==> config.mk <==
export PLATFORM = sky130hd
export DESIGN_NAME = store_unit_flat
export DESIGN_NICKNAME = d
export VERILOG_FILES = /design/src/rtl/store_unit_pkg.sv /design/src/rtl/store_unit_if.sv /design/src/rtl/store_unit_align.sv /design/src/rtl/store_unit.sv /design/src/flat_wrapper.sv
export SDC_FILE = /design/constraint.sdc
export NUM_CORES = 1
export LEC_CHECK = 0
export BUFFER_PORTS_ARGS = -buffer_cell sky130_fd_sc_hd__buf_2
export CORE_ASPECT_RATIO = 0.6
export CORE_MARGIN = 8
export CORE_UTILIZATION = 30
export DETAILED_ROUTE_END_ITERATION = 10
export MAX_ROUTING_LAYER = met4
export PLACE_DENSITY_LB_ADDON = 0.08
export SLEW_MARGIN = 40
export SYNTH_ARGS = -nofsm -noshare
export SYNTH_HDL_FRONTEND = slang
export SYNTH_SLANG_ARGS = --single-unit
==> constraint.sdc <==
create_clock -name clk -period 8.2 [get_ports clk]
set_clock_uncertainty 0.05 [all_clocks]
set_input_delay 1.64 -clock clk [delete_from_list [all_inputs] [get_ports clk]]
set_output_delay 1.64 -clock clk [all_outputs]
set_load 0.01 [all_outputs]
==> src/rtl/store_unit_pkg.sv <==
// Shared types for the store unit: size codes, buffered-entry layout and beat-FSM states.
package store_unit_pkg;

    localparam logic [2:0] MEM_BYTE = 3'b000;
    localparam logic [2:0] MEM_HALF = 3'b001;
    localparam logic [2:0] MEM_WORD = 3'b010;

    typedef struct packed {
        logic [31:0] addr;
        logic [63:0] data64;
        logic [7:0]  strb8;
    } store_entry_t;

    typedef enum logic [1:0] {
        BEAT_IDLE = 2'd0,
        BEAT_0    = 2'd1,
        BEAT_1    = 2'd2
    } beat_state_e;

    // Unsupported size codes yield an empty strobe, which marks the store as discarded.
    function automatic logic [3:0] base_strb(input logic [2:0] func3);
        case (func3)
            MEM_BYTE: base_strb = 4'b0001;
            MEM_HALF: base_strb = 4'b0011;
            MEM_WORD: base_strb = 4'b1111;
            default:  base_strb = 4'b0000;
        endcase
    endfunction

endpackage

==> src/rtl/store_unit_if.sv <==
// Core-side store request and memory-side write beat bundle of the store unit.
interface store_unit_if;

    logic        req_valid;
    logic        req_ready;
    logic [31:0] req_addr;
    logic [31:0] req_data;
    logic [2:0]  req_func3;
    logic        mem_valid;
    logic        mem_ready;
    logic [31:0] mem_addr;
    logic [31:0] mem_wdata;
    logic [3:0]  mem_wstrb;
    logic        misalign_err;
    logic        buf_empty;

    modport master (
        output req_valid, req_addr, req_data, req_func3, mem_ready,
        input  req_ready, mem_valid, mem_addr, mem_wdata, mem_wstrb, misalign_err, buf_empty
    );

    modport slave (
        input  req_valid, req_addr, req_data, req_func3, mem_ready,
        output req_ready, mem_valid, mem_addr, mem_wdata, mem_wstrb, misalign_err, buf_empty
    );

endinterface

==> src/rtl/store_unit_align.sv <==
// Combinational lane alignment: 8-bit strobe S and 64-bit data D for a store at byte offset off.
module store_align
    import store_unit_pkg::*;
(
    input  logic [2:0]  i_func3,
    input  logic [1:0]  i_off,
    input  logic [31:0] i_data,
    output logic [7:0]  o_strb8,
    output logic [63:0] o_data64
);

    logic [7:0] w_base;

    assign w_base   = {4'b0000, base_strb(i_func3)};
    assign o_strb8  = w_base << i_off;
    assign o_data64 = {32'd0, i_data} << {i_off, 3'b000};

endmodule

==> src/rtl/store_unit.sv <==
// Store buffer with a beat FSM issuing lane-aligned writes to memory.
// STORE_MISALIGN_SPLIT_EN: word-crossing stores issue as two beats instead of being dropped.
module store_unit
    import store_unit_pkg::*;
#(
    parameter int DEPTH = 2
)
(
    input  logic       clk,
    input  logic       rst_n,
    store_unit_if.slave bus
);

    localparam int              PTR_W    = (DEPTH > 1) ? $clog2(DEPTH) : 1;
    localparam logic [PTR_W:0]  FULL_CNT = (PTR_W + 1)'(DEPTH);
    localparam logic [1:0]      S_IDLE   = BEAT_IDLE;
    localparam logic [1:0]      S_BEAT0  = BEAT_0;
    localparam logic [1:0]      S_BEAT1  = BEAT_1;

    store_entry_t       r_mem [DEPTH];
    logic [PTR_W-1:0]   r_wr_ptr;
    logic [PTR_W-1:0]   r_rd_ptr;
    logic [PTR_W:0]     r_count;
    logic [PTR_W:0]     w_count_next;
    logic [1:0]         r_state;
    logic [1:0]         w_state_next;
    logic               r_misalign;

    logic [7:0]         w_strb8;
    logic [63:0]        w_data64;
    logic               w_accept;
    logic               w_cross_in;
    logic               w_push;
    logic               w_drop_cross;
    logic               w_hs;
    logic               w_pop;
    logic               w_head_cross;
    store_entry_t       w_head;
    store_entry_t       w_new_entry;

    store_align u_align (
        .i_func3  (bus.req_func3),
        .i_off    (bus.req_addr[1:0]),
        .i_data   (bus.req_data),
        .o_strb8  (w_strb8),
        .o_data64 (w_data64)
    );

    assign bus.req_ready = (r_count != FULL_CNT);
    assign w_accept      = bus.req_valid && bus.req_ready;
    assign w_cross_in    = (w_strb8[7:4] != 4'b0000);

`ifdef STORE_MISALIGN_SPLIT_EN
    assign w_push       = w_accept && (w_strb8 != 8'd0);
    assign w_drop_cross = 1'b0;
`else
    assign w_push       = w_accept && (w_strb8 != 8'd0) && !w_cross_in;
    assign w_drop_cross = w_accept && w_cross_in;
`endif

    assign w_new_entry = '{addr: {bus.req_addr[31:2], 2'b00}, data64: w_data64, strb8: w_strb8};

    assign w_head       = r_mem[r_rd_ptr];
    assign w_head_cross = (w_head.strb8[7:4] != 4'b0000);

    assign bus.mem_valid    = (r_state != S_IDLE);
    assign bus.mem_addr     = (r_state == S_BEAT1) ? (w_head.addr + 32'd4) : w_head.addr;
    assign bus.mem_wdata    = (r_state == S_BEAT1) ? w_head.data64[63:32] : w_head.data64[31:0];
    assign bus.mem_wstrb    = (r_state == S_BEAT0) ? w_head.strb8[3:0] :
                              (r_state == S_BEAT1) ? w_head.strb8[7:4] : 4'b0000;
    assign bus.misalign_err = r_misalign;
    assign bus.buf_empty    = (r_count == '0);

    // An entry leaves the buffer only with its final beat.
    assign w_hs  = bus.mem_valid && bus.mem_ready;
    assign w_pop = w_hs && ((r_state == S_BEAT1) || !w_head_cross);

    always_comb begin
        w_count_next = r_count;
        if (w_push && !w_pop) begin
            w_count_next = r_count + 1'b1;
        end else if (!w_push && w_pop) begin
            w_count_next = r_count - 1'b1;
        end
    end

    always_comb begin
        w_state_next = r_state;
        case (r_state)
            S_IDLE: begin
                if (r_count != '0) w_state_next = S_BEAT0;
            end
            S_BEAT0: begin
                if (w_hs) begin
                    if (w_head_cross)            w_state_next = S_BEAT1;
                    else if (w_count_next != '0) w_state_next = S_BEAT0;
                    else                         w_state_next = S_IDLE;
                end
            end
            S_BEAT1: begin
                if (w_hs) w_state_next = (w_count_next != '0) ? S_BEAT0 : S_IDLE;
            end
            default: w_state_next = S_IDLE;
        endcase
    end

    always_ff @(posedge clk) begin
        if (!rst_n) begin
            r_state    <= S_IDLE;
            r_count    <= '0;
            r_wr_ptr   <= '0;
            r_rd_ptr   <= '0;
            r_misalign <= 1'b0;
        end else begin
            r_state    <= w_state_next;
            r_count    <= w_count_next;
            r_misalign <= w_drop_cross;
            if (w_push) r_wr_ptr <= r_wr_ptr + 1'b1;
            if (w_pop)  r_rd_ptr <= r_rd_ptr + 1'b1;
        end
    end

    always_ff @(posedge clk) begin
        if (w_push) r_mem[r_wr_ptr] <= w_new_entry;
    end

endmodule
==> src/flat_wrapper.sv <==
// flat-port wrapper written by rule: the top's interface ports become plain ports
module store_unit_flat import store_unit_pkg::*;
#(
    parameter int DEPTH = 2
)
  (clk, rst_n, bus_req_valid, bus_req_addr, bus_req_data, bus_req_func3, bus_mem_ready, bus_req_ready, bus_mem_valid, bus_mem_addr, bus_mem_wdata, bus_mem_wstrb, bus_misalign_err, bus_buf_empty);
  store_unit_if bus_i ();
  input  logic clk;
  input  logic rst_n;
  input wire logic [$bits(bus_i.req_valid)-1:0] bus_req_valid;
  input wire logic [$bits(bus_i.req_addr)-1:0] bus_req_addr;
  input wire logic [$bits(bus_i.req_data)-1:0] bus_req_data;
  input wire logic [$bits(bus_i.req_func3)-1:0] bus_req_func3;
  input wire logic [$bits(bus_i.mem_ready)-1:0] bus_mem_ready;
  output wire logic [$bits(bus_i.req_ready)-1:0] bus_req_ready;
  output wire logic [$bits(bus_i.mem_valid)-1:0] bus_mem_valid;
  output wire logic [$bits(bus_i.mem_addr)-1:0] bus_mem_addr;
  output wire logic [$bits(bus_i.mem_wdata)-1:0] bus_mem_wdata;
  output wire logic [$bits(bus_i.mem_wstrb)-1:0] bus_mem_wstrb;
  output wire logic [$bits(bus_i.misalign_err)-1:0] bus_misalign_err;
  output wire logic [$bits(bus_i.buf_empty)-1:0] bus_buf_empty;
  assign bus_i.req_valid = bus_req_valid;
  assign bus_i.req_addr = bus_req_addr;
  assign bus_i.req_data = bus_req_data;
  assign bus_i.req_func3 = bus_req_func3;
  assign bus_i.mem_ready = bus_mem_ready;
  assign bus_req_ready = bus_i.req_ready;
  assign bus_mem_valid = bus_i.mem_valid;
  assign bus_mem_addr = bus_i.mem_addr;
  assign bus_mem_wdata = bus_i.mem_wdata;
  assign bus_mem_wstrb = bus_i.mem_wstrb;
  assign bus_misalign_err = bus_i.misalign_err;
  assign bus_buf_empty = bus_i.buf_empty;
  store_unit #(.DEPTH(DEPTH)) u_core (.clk(clk), .rst_n(rst_n), .bus(bus_i));
endmodule
* Word level (Yosys, flattened, before mapping)
Memories as Yosys holds them, arrays and structs flattened. A register that Yosys moved wholly into a read port is not among the register bits.
Index checks and enable logic that the tools add are counted.
** Cells by class
- Muxes and demuxes :: 17
- Reduce and logical (&&, ||, !) cells :: 23
- Add/subtract/negate cells :: 5
- Shift operators :: 2
- Equality and inequality tests :: 8
** Operator list (count)
- 32-bit 2-to-1 mux :: 2
- 32-bit by 5-bit left shift with 64-bit output :: 1
- 32-bit by 3-bit adder with 32-bit output (second input constant) :: 1
- 2-bit 2-to-1 mux :: 6
- 4-bit one-hot mux with 3 select lines :: 1
- 1-bit logical AND :: 8
- 4-bit 2-to-1 mux :: 2
- 4-bit nonzero test :: 2
- 8-bit nonzero test :: 1
- 4-bit by 2-bit left shift with 8-bit output :: 1
- 2-bit by 1-bit inequality test with 1-bit output (second input constant) :: 3
- 2-bit one-hot mux with 3 select lines :: 1
- 2-bit nonzero test :: 3
- 1-bit 2-to-1 mux :: 5
- 1-bit zero test :: 4
- 2-bit zero test :: 2
- 3-bit by 1-bit == test with 1-bit output (second input constant) :: 1
- 3-bit by 2-bit == test with 1-bit output (second input constant) :: 1
- 3-bit zero test :: 1
- 3-bit AND reduction :: 1
- 1-bit adder (second input constant) :: 2
- 2-bit by 1-bit adder with 2-bit output (second input constant) :: 1
- 2-bit by 1-bit == test with 1-bit output (second input constant) :: 1
- 2-bit == test (second input constant) :: 1
- 3 further kinds :: 3
** Word-level totals
- Memories kept :: 1
- RAM bits :: 204
- Flip-flop bits (word level) :: 7
** Memory list
- u_core.r_mem :: words 2, bits a word 102, read ports 1, clocked after memory_dff 1, wr ports 1, line store_unit.sv:20 : store_entry_t r_mem [DEPTH];

* Longest topological paths before layout
- Word-level depth :: 15
- Gate-level depth with buffers :: 12
- Depth with buffers taken out :: 7

* Hierarchy
A second synthesis with hierarchy kept.
** Unflattened totals
- Cells, all modules :: 599
- Area, all modules :: 9684.3 sq um
** By module, submodules not included
- store_unit :: cells each 476, seq. area each 6286.0 sq um, area each 8744.6 sq um, times used 1
- store_align :: cells each 123, seq. area each 0.0 sq um, area each 939.7 sq um, times used 1

* Worst setup path before layout
Ideal clock, no wire load.
- Path type :: input to register
- Start :: in bus_req_func3[2]
- End :: mem u_core.r_mem[0][0] in the netlist's numbering (enable)
- Setup time :: 0.557 ns
- Path buffers :: 0
- Data arrival time :: 6.699 ns
- Data required time :: 7.593 ns
- Slack :: 0.894 ns
- Cell stages on the path :: 3
- Cell sequence :: or3b_2 > a221oi_2 > nor2b_1
** On the way
- Cells in the longest elaborated chain, start to end :: 8
- Elaborated cells on any way between the ends :: 12
- Classes of those cells :: eq/ne (2); shift (1); mux (3); reduce/logical (6)
** Ends and longest elaborated chain
- start, declared :: line flat_wrapper.sv:13 : input wire logic [$bits(bus_i.req_func3)-1:0] bus_req_func3;
- 3-bit by 2-bit == test with 1-bit output (tied with other cells) :: line store_unit_pkg.sv:22 : case (func3)
- 4-bit one-hot mux with 3 select lines (*) :: line store_unit_pkg.sv:22
- 4-bit by 2-bit left shift with 8-bit output (*) :: line store_unit_align.sv:15 : assign o_strb8 = w_base << i_off;
- 8-bit nonzero test or 4-bit nonzero test (tied branches) :: line store_unit.sv:57, store_unit.sv:51
- 1-bit logical AND or 1-bit zero test (tied branches) :: line store_unit.sv:57 : assign w_push = w_accept && (w_strb8 != 8'd0) && !w_cross_in;
- 1-bit logical AND (*) :: line store_unit.sv:57
- 1-bit 2-to-1 mux (*) :: line store_unit.sv:124 : if (w_push) r_mem[r_wr_ptr] <= w_new_entry;
- 1-bit 2-to-1 mux (not written as such) (*) :: line store_unit.sv:124
- end, declared :: line store_unit.sv:20
Every way passes the cells marked *; elsewhere a longest branch is shown, timed or not.

==> summary.md <==
| Metric | Value |
|---|---|
| Antenna Nets Post-Route | `0` |
| Share of cells above drive strength 1 | `0.305` |
| Clock Path Buffers | `2` |
| Setup crit end kind | `output port` |
| Routed wire length | `23.6 mm` |
| Seq/Total Area, Yosys | `0.638` |
| Row count | `49` |
| Synthesis-to-layout area growth | `19.2%` |
| Total power per unit cell area | `235 nW/um^2` |
| Ys async rst share | `0` |
| Core ar. | `29700 um^2` |
| Max cap viols | `0` |
| Initial core utilization | `0.303` |
| Buf/Inv on CP | `1` |
| Die ar. | `36000 um^2` |
| # DRC | `0` |
| Tot GR Track Use | `0.136` |
| CTS Hold Bufs | `0` |
| Max Transition Viols Final | `0` |
| Critical path's top delay family | `simple AND/OR/NAND/NOR gates` |
| Buffers on Ports | `140` |
| Synth cell types | `60` |
| Hold Path Class | `register to register` |
| Routed vias/inst | `4.77` |
| CP max stage cell | `dfxtp_4` |
| Final period utilization | `0.633` |
| Worst path cell trace | `nand4_1, a211oi_4, nand4_2, or4_1, nand4_1, buf_2` |
| Min Tclk post-route | `5.19 ns` |
| Primary FF master, synth | `edfxtp_1` |
| Clk_lat worst skew | `0.44 ns` |
| I/O pin cnt | `143` |
| Ranking of synthesized cells by area | `edfxtp_1, mux2i_1, mux4_2` |
| Pre-Repair DR Iteration Count | `6` |
| Relative slew slack | `0.466` |
| Number of global-route vias before repair | `5840` |
| CP Launch Type | `register` |
| Synth warnings | `0` |
| Cell taking the most area after synthesis | `edfxtp_1` |
| Setup bufs post-CTS | `0` |
| CTS clk-pin slew, worst paths | `0.07 ns` |
| Worst-Margin Slew | `0.799 ns` |
| VDD IR max | `0.000117 V` |
| Arr. time, crit path | `3.50 ns` |
| WL per Instance | `20.4 um` |
| Setup TNS | `0 ns` |
| Crit Path Category | `register to output port` |
| CTS tree | `done` |
| Post-synthesis cell area | `9010 um^2` |
| WP data required | `6.51 ns` |
| Final Instance Count excl. Fillers | `1160` |
| Cells after Synth | `605` |
| Achievable frequency | `193 MHz` |
| Yosys top cell area share | `0.620` |
| EDFF count, synth | `186` |
| Largest net degree at the start of global routing | `57` |
| Cell mode on critical path | `nand4_1` |
| Initial drt markers | `427` |
| Die Y | `150 um` |
| Post-Syn Area per Cell | `14.9 um^2` |
| Max incr delay on CP | `0.82 ns` |
| Vias | `5532` |
| Final hold vios | `0` |
| Die Wd | `240 um` |
| Clk sinks | `194` |
| Leak Pwr | `3.76 nW` |
| Gates resized, CTS repair | `0` |
| Initial antenna violation count | `0` |
| Post-detail-place hpwl | `16.8 mm` |
| RSZ-0062 raised after global routing | `no` |
| Critical path peak fanout | `56` |
| Total CTS buffers | `17` |
| RePlAce Congestion | `0.777` |
| First-pass GRT wire length | `35.5 mm` |
| Antenna diode count | `0` |
| Depth of the CTS H-tree | `4` |
| DP Cell Count | `1128` |
| Run status | `complete, no violations` |
| GRT overflow | `0` |
| Final setup fails | `0` |
| CTS root buffer | `clkbuf_16` |
| FF+latch count, synth | `194` |
| Final nets | `813` |
-- cells in the mapped netlist (2+ instances only) --
cell	n
o211ai_1	2
nand2_1	32
dfxtp_1	8
nor3b_1	2
o311a_1	2
and4_1	2
nand3_1	11
nand2b_1	5
buf_2	11
edfxtp_1	186
a21o_1	3
nand3b_1	5
inv_1	9
nor3_1	9
o21ai_0	19
nand4_2	2
mux2_2	2
nor2b_1	6
o211a_1	2
and3_1	11
clkbuf_1	10
buf_6	2
nand4_1	15
or2_2	2
xor2_1	20
mux2i_1	71
nor4_1	2
buf_1	8
nand4b_4	3
a211oi_1	3
o21a_1	2
and2_1	11
xnor2_1	18
o22ai_1	3
a31oi_1	3
or4_1	2
ha_1	3
buf_4	2
mux4_2	24
nor2_1	46
a21oi_1	7
-- layout by cell type, fill, tap and decap left out, drive strengths merged, types with 7 or more instances in the layout --
master,n
a21oi,7
and2,11
and3,11
buf,147
clkbuf,17
dfxtp,8
edfxtp,186
inv,17
mux2i,71
mux4,24
nand2,32
nand3,11
nand4,18
nor2,46
nor3,9
o21ai,19
xnor2,18
xor2,20
-- layout make-up --
cell class	count	area, um^2
sequential	194	5750
clock buffer	17	425
clock inverter	15	169
fill	2867	19000
timing repair buffer	147	757
tap	408	510
multi-input combinational	369	3090
inverter	10	37.5
-- routing by layer --
metal / GRT usage / share of wire
met5: - / 0
met4: 0.0310 / 0.0079
met3: 0.0335 / 0.028
met2: 0.209 / 0.47
met1: 0.182 / 0.49
-- flip-flops by register name, indices dropped and copies added, names as in the netlist, named ones only --
| name | cells |
|---|---|
| u_core.r_count | 2 |
| u_core.r_rd_ptr | 1 |
| u_core.r_state | 2 |
| u_core.bus.misalign_err | 1 |
| u_core.r_mem | 186 |
| u_core.r_wr_ptr | 1 |
-- stage by stage --
| stage | instance area (um^2) | utilization | hold slack [ns] | setup WS, ns | total power, mW |
|---|---|---|---|---|---|
| 6_report | 10700 | 0.361 | 0.498 | 3.01 | 2.52 |
| 5_1_grt | 10700 | 0.361 | 0.550 | 2.70 | 2.64 |
| 4_1_cts | 10700 | 0.361 | 0.488 | 2.94 | 2.56 |
| 3_5_place_dp | 10100 | 0.341 | 0.459 | 3.19 | 1.72 |
| 3_3_place_gp | 10100 | 0.341 | 0.445 | 3.25 | 1.72 |
| 2_1_floorplan | 9010 | - | 0.431 | 0.894 | 1.53 |
-- tightest hold or removal path, cell delays in order, from the launching register on --
cell	delay, ns
dfxtp_1	0.34
xnor2_1	0.10
nor2_1	0.08
-- logic make-up (layout without fill, tap and decap cells) --
group	after synthesis	count (layout)	share of synthesized area
buffers and inverters	43	189	0.0219
DFF	194	194	0.638
other	1	2	0.000416
muxes	97	97	0.141
adders and majority gates	3	3	0.00417
xor gates and xnor gates	38	38	0.0369
and+or+nand+nor	171	171	0.107
AOI/OAI and AO/OA	58	58	0.0501
-- path summary, 6_finish.rpt --
kind | start | to | cells after the start | slack [ns]
hold reg to reg | u_core.r_rd_ptr | register | 2 | 0.50
setup reg to reg | u_core.r_count[0] | u_core.r_mem[0][100] | 6 | 4.63
setup / recovery | register | bus_mem_addr[28] | 6 | 3.01
hold / removal | u_core.r_rd_ptr | register | 2 | 0.50
-- where the power goes --
part | internal [mW] | total, mW | leakage (nW) | switching [mW]
sequential | 1.13 | 1.18 | 1.77 | 0.0459
clock | 0.434 | 0.835 | 0.283 | 0.401
combinational | 0.220 | 0.509 | 1.71 | 0.289
Note: power is estimated with default switching activity, not from simulation.
